==> src/rtl/alu_mdu.sv <==
// Iterative multiply/divide unit with private HI/LO for the MIPS EX stage.
// Define MDU_DIV_EN to compile in the restoring divider and div/divu decode.
module alu_mdu #(
   parameter int NB_DATA        = 32,
   parameter int NB_ALU_OP      = 2,
   parameter int NB_INSTRUCCION = 6
) (
   input  logic                      i_clk,
   input  logic                      i_reset,
   input  logic                      i_valid,
   input  logic [NB_ALU_OP-1:0]      i_alu_op,
   input  logic [NB_INSTRUCCION-1:0] i_inst_funcion,
   input  logic [NB_DATA-1:0]        i_dato_a,
   input  logic [NB_DATA-1:0]        i_dato_b,
   output logic [NB_DATA-1:0]        o_resultado,
   output logic [NB_DATA-1:0]        o_hi,
   output logic [NB_DATA-1:0]        o_lo,
   output logic                      o_busy,
   output logic                      o_stall
);

   localparam int CNT_W = $clog2(NB_DATA);
   localparam logic [NB_INSTRUCCION-1:0] F_MULT  = NB_INSTRUCCION'(6'b011000);
   localparam logic [NB_INSTRUCCION-1:0] F_MULTU = NB_INSTRUCCION'(6'b011001);
   localparam logic [NB_INSTRUCCION-1:0] F_MFHI  = NB_INSTRUCCION'(6'b010000);
   localparam logic [NB_INSTRUCCION-1:0] F_MTHI  = NB_INSTRUCCION'(6'b010001);
   localparam logic [NB_INSTRUCCION-1:0] F_MFLO  = NB_INSTRUCCION'(6'b010010);
   localparam logic [NB_INSTRUCCION-1:0] F_MTLO  = NB_INSTRUCCION'(6'b010011);

   typedef enum logic [1:0] {S_IDLE, S_RUN, S_FIX} state_t;

   state_t                 state_q;
   logic [NB_DATA-1:0]     hi_q, lo_q, opnd_q;
   logic [2*NB_DATA-1:0]   acc_q, acc_d, prod;
   logic [CNT_W-1:0]       cnt_q;
   logic                   neg_a_q, neg_b_q, busy_q;
   logic [NB_DATA:0]       mul_sum;
   logic [NB_DATA-1:0]     fix_hi_d, fix_lo_d, a_mag, b_mag;

   logic dec_en, op_mult, op_multu, op_div, op_divu;
   logic op_mfhi, op_mthi, op_mflo, op_mtlo, op_start, op_sgn, op_any;

   assign dec_en   = i_valid && (i_alu_op == NB_ALU_OP'(2'b10));
   assign op_mult  = dec_en && (i_inst_funcion == F_MULT);
   assign op_multu = dec_en && (i_inst_funcion == F_MULTU);
   assign op_mfhi  = dec_en && (i_inst_funcion == F_MFHI);
   assign op_mthi  = dec_en && (i_inst_funcion == F_MTHI);
   assign op_mflo  = dec_en && (i_inst_funcion == F_MFLO);
   assign op_mtlo  = dec_en && (i_inst_funcion == F_MTLO);
`ifdef MDU_DIV_EN
   logic                 is_div_q;
   logic [NB_DATA:0]     div_sh, div_diff;
   assign op_div   = dec_en && (i_inst_funcion == NB_INSTRUCCION'(6'b011010));
   assign op_divu  = dec_en && (i_inst_funcion == NB_INSTRUCCION'(6'b011011));
`else
   assign op_div   = 1'b0;
   assign op_divu  = 1'b0;
`endif
   assign op_start = op_mult || op_multu || op_div || op_divu;
   assign op_sgn   = op_mult || op_div;
   assign op_any   = op_start || op_mfhi || op_mthi || op_mflo || op_mtlo;

   assign o_stall  = op_any && (state_q != S_IDLE);
   assign o_busy   = busy_q;
   assign o_hi     = hi_q;
   assign o_lo     = lo_q;

   assign a_mag = (op_sgn && i_dato_a[NB_DATA-1]) ? -i_dato_a : i_dato_a;
   assign b_mag = (op_sgn && i_dato_b[NB_DATA-1]) ? -i_dato_b : i_dato_b;

   always_comb begin
      o_resultado = '0;
      if (op_mfhi)      o_resultado = hi_q;
      else if (op_mflo) o_resultado = lo_q;
   end

   // acc_q holds {partial product, multiplier} or {remainder, dividend/quotient}
   always_comb begin
      mul_sum  = {1'b0, acc_q[2*NB_DATA-1:NB_DATA]} + {1'b0, opnd_q};
      acc_d    = acc_q[0] ? {mul_sum, acc_q[NB_DATA-1:1]} : {1'b0, acc_q[2*NB_DATA-1:1]};
      prod     = (neg_a_q ^ neg_b_q) ? -acc_q : acc_q;
      fix_hi_d = prod[2*NB_DATA-1:NB_DATA];
      fix_lo_d = prod[NB_DATA-1:0];
`ifdef MDU_DIV_EN
      div_sh   = {acc_q[2*NB_DATA-1:NB_DATA], acc_q[NB_DATA-1]};
      div_diff = div_sh - {1'b0, opnd_q};
      if (is_div_q) begin
         if (div_sh >= {1'b0, opnd_q})
            acc_d = {div_diff[NB_DATA-1:0], acc_q[NB_DATA-2:0], 1'b1};
         else
            acc_d = {div_sh[NB_DATA-1:0], acc_q[NB_DATA-2:0], 1'b0};
         // Zero divisor: quotient forced to ones; remainder naturally restores the dividend
         fix_lo_d = (opnd_q == '0) ? '1 :
                    ((neg_a_q ^ neg_b_q) ? -acc_q[NB_DATA-1:0] : acc_q[NB_DATA-1:0]);
         fix_hi_d = neg_a_q ? -acc_q[2*NB_DATA-1:NB_DATA] : acc_q[2*NB_DATA-1:NB_DATA];
      end
`endif
   end

   always_ff @(posedge i_clk or posedge i_reset) begin
      if (i_reset) begin
         state_q <= S_IDLE;
         hi_q    <= '0;
         lo_q    <= '0;
         acc_q   <= '0;
         opnd_q  <= '0;
         cnt_q   <= '0;
         neg_a_q <= 1'b0;
         neg_b_q <= 1'b0;
         busy_q  <= 1'b0;
`ifdef MDU_DIV_EN
         is_div_q <= 1'b0;
`endif
      end else begin
         case (state_q)
            S_IDLE: begin
               if (op_start) begin
                  neg_a_q <= op_sgn && i_dato_a[NB_DATA-1];
                  neg_b_q <= op_sgn && i_dato_b[NB_DATA-1];
                  cnt_q   <= '0;
                  busy_q  <= 1'b1;
                  state_q <= S_RUN;
                  if (op_mult || op_multu) begin
                     opnd_q <= a_mag;
                     acc_q  <= {{NB_DATA{1'b0}}, b_mag};
                  end else begin
                     opnd_q <= b_mag;
                     acc_q  <= {{NB_DATA{1'b0}}, a_mag};
                  end
`ifdef MDU_DIV_EN
                  is_div_q <= op_div || op_divu;
`endif
               end else begin
                  if (op_mthi) hi_q <= i_dato_a;
                  if (op_mtlo) lo_q <= i_dato_a;
               end
            end
            S_RUN: begin
               acc_q <= acc_d;
               cnt_q <= cnt_q + 1'b1;
               if (cnt_q == CNT_W'(NB_DATA - 1)) state_q <= S_FIX;
            end
            S_FIX: begin
               hi_q    <= fix_hi_d;
               lo_q    <= fix_lo_d;
               busy_q  <= 1'b0;
               state_q <= S_IDLE;
            end
            default: state_q <= S_IDLE;
         endcase
      end
   end

endmodule

==> config.mk <==
export PLATFORM = sky130hd
export DESIGN_NAME = alu_mdu
export DESIGN_NICKNAME = d
export VERILOG_FILES = /design/src/rtl/alu_mdu.sv
export SDC_FILE = /design/constraint.sdc
export NUM_CORES = 1
export LEC_CHECK = 0
export ABC_AREA = 1
export BUFFER_PORTS_ARGS = -buffer_cell sky130_fd_sc_hd__buf_2
export CAP_MARGIN = 20
export CELL_PAD_IN_SITES_DETAIL_PLACEMENT = 2
export CELL_PAD_IN_SITES_GLOBAL_PLACEMENT = 2
export CORE_ASPECT_RATIO = 2
export CORE_UTILIZATION = 32
export CTS_CLUSTER_DIAMETER = 40
export DETAILED_ROUTE_END_ITERATION = 16
export PLACE_DENSITY = 0.82
export RECOVER_POWER = 100
export REMOVE_ABC_BUFFERS = 1
export SLEW_MARGIN = 20
export SYNTH_ARGS = -nofsm -noshare
export SYNTH_HDL_FRONTEND = slang
export SYNTH_SLANG_ARGS = --single-unit
==> constraint.sdc <==
create_clock -name i_clk -period 6.2 [get_ports i_clk]
set_input_delay 0.62 -clock i_clk [delete_from_list [all_inputs] [get_ports i_clk]]
set_output_delay 0.62 -clock i_clk [all_outputs]
set_load 0.02 [all_outputs]
==> metrics.md <==
| Metric | Value |
|---|---|
| Clk slew on worst S/H paths | 70 ps |
| Failing checks | max-capacitance violations, max-slew violations |
| Layout Skew | about 17 ps |
| Post-CTS Setup Bufs | 0 |
| Hold/Removal Path Class | in -> reg |
| Dominant cells by area after synthesis | sky130_fd_sc_hd__dfrtp_1 30%, sky130_fd_sc_hd__nand2_1 16%, sky130_fd_sc_hd__inv_1 8.1% |
| Die Outline Area | 45300 um^2 |
| Buffers and inverters on the worst path | 4 |
| Worst R2R End | o_hi[9] |
| Status | finished with violations |
| Largest net degree at the start of global routing | 92 |
| Leftover overflow at the end of global routing | 0 |
| Maxcap violations | 5 |
| DR vias | 16501 |
| Clock root buffer | sky130_fd_sc_hd__clkbuf_16 |
| Hold slack | ~440 ps |
| Time the worst path needs with I/O delays and setup | between 4000 and 5000 ps |
| Post-layout nets | approximately 2500 |
| CTS max path bufs | 2 |
| Kind of cell adding the most delay to the critical path | buffers and inverters |
| Type of the worst setup path | reg -> reg |
| Die Height | 300 um |
| Start of the worst register-to-register path | acc_q[0] |
| Kind of end point of the critical path | flip-flop |
| Area of the core | between 40000 and 50000 um^2 |
| Share of the clock period used by the worst path | 0.767 |
| Number of nets still failing antenna checks after routing | 0 |
| Cell depth of the worst flop-to-flop path | 11 |
| Average detailed-routed wire length per instance | around 25 um |
| Hold path startpoint | i_dato_b[25] |
| Capture endpoint of the worst hold path | acc_q[25] |
| Area growth, synth to finish | 12.0% |
| Number of enable-type register cells in the synthesized netlist | 0 |
| Cell chain of the critical path | buf_4 -> clkinvlp_2 -> clkbuf_1 -> nand3_1 -> inv_1 -> nand3b_2 -> nor2_1 -> nand3_1 -> nand3_1 -> nand3_1 -> a21boi_0 |
| Top post-synthesis cells by count | 608 x sky130_fd_sc_hd__nand2_1, 307 x sky130_fd_sc_hd__inv_1, 284 x sky130_fd_sc_hd__nor2_1 |
| Arrival time worst endpoint | slightly above 5000 ps |
| GRT Util Overall | 0.330 |
| Number of diodes added for antenna fixing | 0 |
| Count of warnings emitted by yosys | 0 |
| Required time worst endpoint | between 6000 and 7000 ps |
| Total clock sinks | 170 |
| Hold depth | 3 |
| Setup slack of the most critical reg-to-reg path | about 1400 ps |
| Worst Setup Slack post-DPL | roughly 2200 ps |
| Post-synthesis cell type count | 55 |
| Library cell with the largest summed area after synthesis | sky130_fd_sc_hd__dfrtp_1 |
| Total count of max-transition violations in the final report | 213 |
| Number of I/O port buffers | about 170 |
| Async SR Flop Fraction | 1.00 |
| Number of remaining DRC errors | 0 |
| Setup repair after global routing missed its margin | no |
| Final Hold Fails | 0 |
| Worst VDD drop | 213 uV |
| Top-Level Pins | between 150 and 200 |
| Sequential cell area | 4250 um^2 |
| Hpwl dp | slightly below 60000 um |
| Portion of the post-synthesis area used by sequential elements | 0.300 |
| Final sum of negative setup slack | 0 ps |
| Startpoint type of the worst setup path | flip-flop |
| Critical path's largest stage delay | roughly 940 ps |
| Dominant register cell in the synthesized netlist | sky130_fd_sc_hd__dfrtp_1 |
| Drt total wl | between 70000 and 80000 um |
| Vias per cell | around 5.6 |
| Area of the multi-input gates | just over 8000 um^2 |
| Clock tree from TritonCTS | done |
| Share of final-layout standard cells stronger than drive strength 1 | 0.0771 |
| Relative slew slack | -1.59 |
| Library cell with the highest instance count after synthesis | sky130_fd_sc_hd__nand2_1 |
| Insertion delay to the later sink of the worst-skew pair | 470 ps |
| Number of H-tree levels | 4 |
| Starting density of the core | 0.326 |
| Slew at the pin closest to its max-slew limit | a little under 4000 ps |
| Last weighted congestion value of the routability-driven placer | between 0.9 and 1 |
| Per-instance average area after synthesis | 6.33 um^2 |
| Inserted Clock Buffers | 17 |
| Number of fill cells in the layout | between 5000 and 6000 |
| Final worst slack | 1450 ps |
| Starting DRT DRC Count | between 600 and 700 |
| Initial antenna violation count | 0 |
| Synthesized netlist cell count | roughly 2200 |
| Area share of the leading cell type in the synthesized netlist | 0.300 |
| Hold Buf Count CTS | 0 |
| Cell seen most often among critical-path stages | sky130_fd_sc_hd__nand3_1 |
| Iteration count of the initial detailed-routing pass | 5 |
| Largest fanout on the critical path | 35 |
| Via count of the first global-routing pass | 18316 |
| Width of the chip | between 150 and 200 um |
| Slowest cell on the critical path | sky130_fd_sc_hd__clkbuf_1 |
| Final count of negative-setup-slack endpoints | 0 |
| LEAKAGE | 7.93 nW |
| # resized after CTS | 0 |
| Netlist area before placement | between 10000 and 15000 um^2 |
| Wire length of the first global-routing pass | about 110000 um |
| Synthesized flop and latch total | 170 |
| P per Cell Area | 345 nW/um^2 |
| # rows | ~110 |
| Peak Freq | 0.210 GHz |
-- area by class of cell --
type / instances / area share
inverter: 334 / 0.0790
timing repair buffer: 189 / 0.0541
sequential: 170 / 0.268
clock inverter: 10 / 0.00740
tap: 550 / 0.0433
clock buffer: 21 / 0.0296
multi-input combinational: 1663 / 0.519
-- worst max-delay path by stage --
stage | to | slack [ps] | startpoint | depth (start not counted)
after floorplan | acc_q[0] | 980 | i_reset | 1
after global placement | acc_q[22] | 2390 | i_inst_funcion[5] | 12
after detailed placement | acc_q[24] | 2210 | i_inst_funcion[5] | 12
after CTS | acc_q[24] | 2570 | state_q[0] | 11
after global routing | acc_q[24] | 1280 | state_q[0] | 11
final | o_hi[9] | 1450 | acc_q[0] | 11
-- power breakdown --
part	switching (mW)	total (mW)	leakage, nW	internal, mW
clock	0.499	1.12	0.278	0.623
combinational	1.79	2.52	5.60	0.727
sequential	0.429	1.85	2.05	1.42
total	2.72	5.49	7.93	2.77
-- state kept, by name, indices dropped and copies added (netlist names) --
| register | flops |
|---|---|
| acc_q | 64 |
| o_hi | 32 |
| o_lo | 32 |
| opnd_q | 32 |
| cnt_q | 5 |
| state_q | 2 |
| neg_a_q | 1 |
| neg_b_q | 1 |
| o_busy | 1 |
-- routing by layer --
layer / wire length [um] / vias to the layer above / share of wire / global-route usage
li1: - / 7534 / - / -
met1: 25200 / 8323 / 0.35 / 0.323
met2: 39600 / 414 / 0.54 / 0.626
met3: 2040 / 230 / 0.028 / 0.0360
met4: 5960 / 0 / 0.082 / 0.236
met5: 0 / - / 0 / 0
-- cell families after synthesis --
family                     after synthesis  share of synthesized area
AOI/OAI and AO/OA                      397                      0.177
DFF                                    170                      0.300
buffers and inverters                  411                      0.115
and+or+nand+nor                       1201                      0.357
adders and majority gates               38                     0.0340
xor gates and xnor gates                27                     0.0167
-- stage by stage --
stage | power (mW) | utilization | std cells | area [um^2]
final | 5.49 | 0.365 | 2937 | 15900
after global routing | 5.79 | 0.365 | 2937 | 15900
after CTS | 5.54 | 0.370 | 2937 | 16100
after detailed placement | 4.36 | 0.357 | 2906 | 15500
after global placement | 4.23 | 0.357 | 2906 | 15500
after floorplan | 3.32 | - | 2167 | 13800
-- worst reg2reg max path: stages (launching register included) --
cell	delay [ps]
sky130_fd_sc_hd__dfrtp_1	390
sky130_fd_sc_hd__buf_4	270
sky130_fd_sc_hd__clkinvlp_2	590
sky130_fd_sc_hd__clkbuf_1	950
sky130_fd_sc_hd__nand3_1	310
sky130_fd_sc_hd__inv_1	360
sky130_fd_sc_hd__nand3b_2	170
sky130_fd_sc_hd__nor2_1	840
sky130_fd_sc_hd__nand3_1	240
sky130_fd_sc_hd__nand3_1	140
sky130_fd_sc_hd__nand3_1	150
sky130_fd_sc_hd__a21boi_0	260
-- layout by cell type, fill, tap and decap left out, types with 17 or more instances in the layout --
cell type,instances
sky130_fd_sc_hd__a21oi_1,105
sky130_fd_sc_hd__a22oi_1,21
sky130_fd_sc_hd__a31oi_1,18
sky130_fd_sc_hd__buf_2,77
sky130_fd_sc_hd__clkbuf_1,102
sky130_fd_sc_hd__clkbuf_16,17
sky130_fd_sc_hd__dfrtp_1,170
sky130_fd_sc_hd__ha_1,37
sky130_fd_sc_hd__inv_1,309
sky130_fd_sc_hd__nand2_1,611
sky130_fd_sc_hd__nand3_1,217
sky130_fd_sc_hd__nand4_1,23
sky130_fd_sc_hd__nor2_1,288
sky130_fd_sc_hd__nor3_1,21
sky130_fd_sc_hd__o21ai_0,121
sky130_fd_sc_hd__o21bai_1,21
sky130_fd_sc_hd__o22ai_1,32
sky130_fd_sc_hd__o22ai_2,27
sky130_fd_sc_hd__xor2_1,24
No activity file was read; power rests on OpenSTA's default activity.
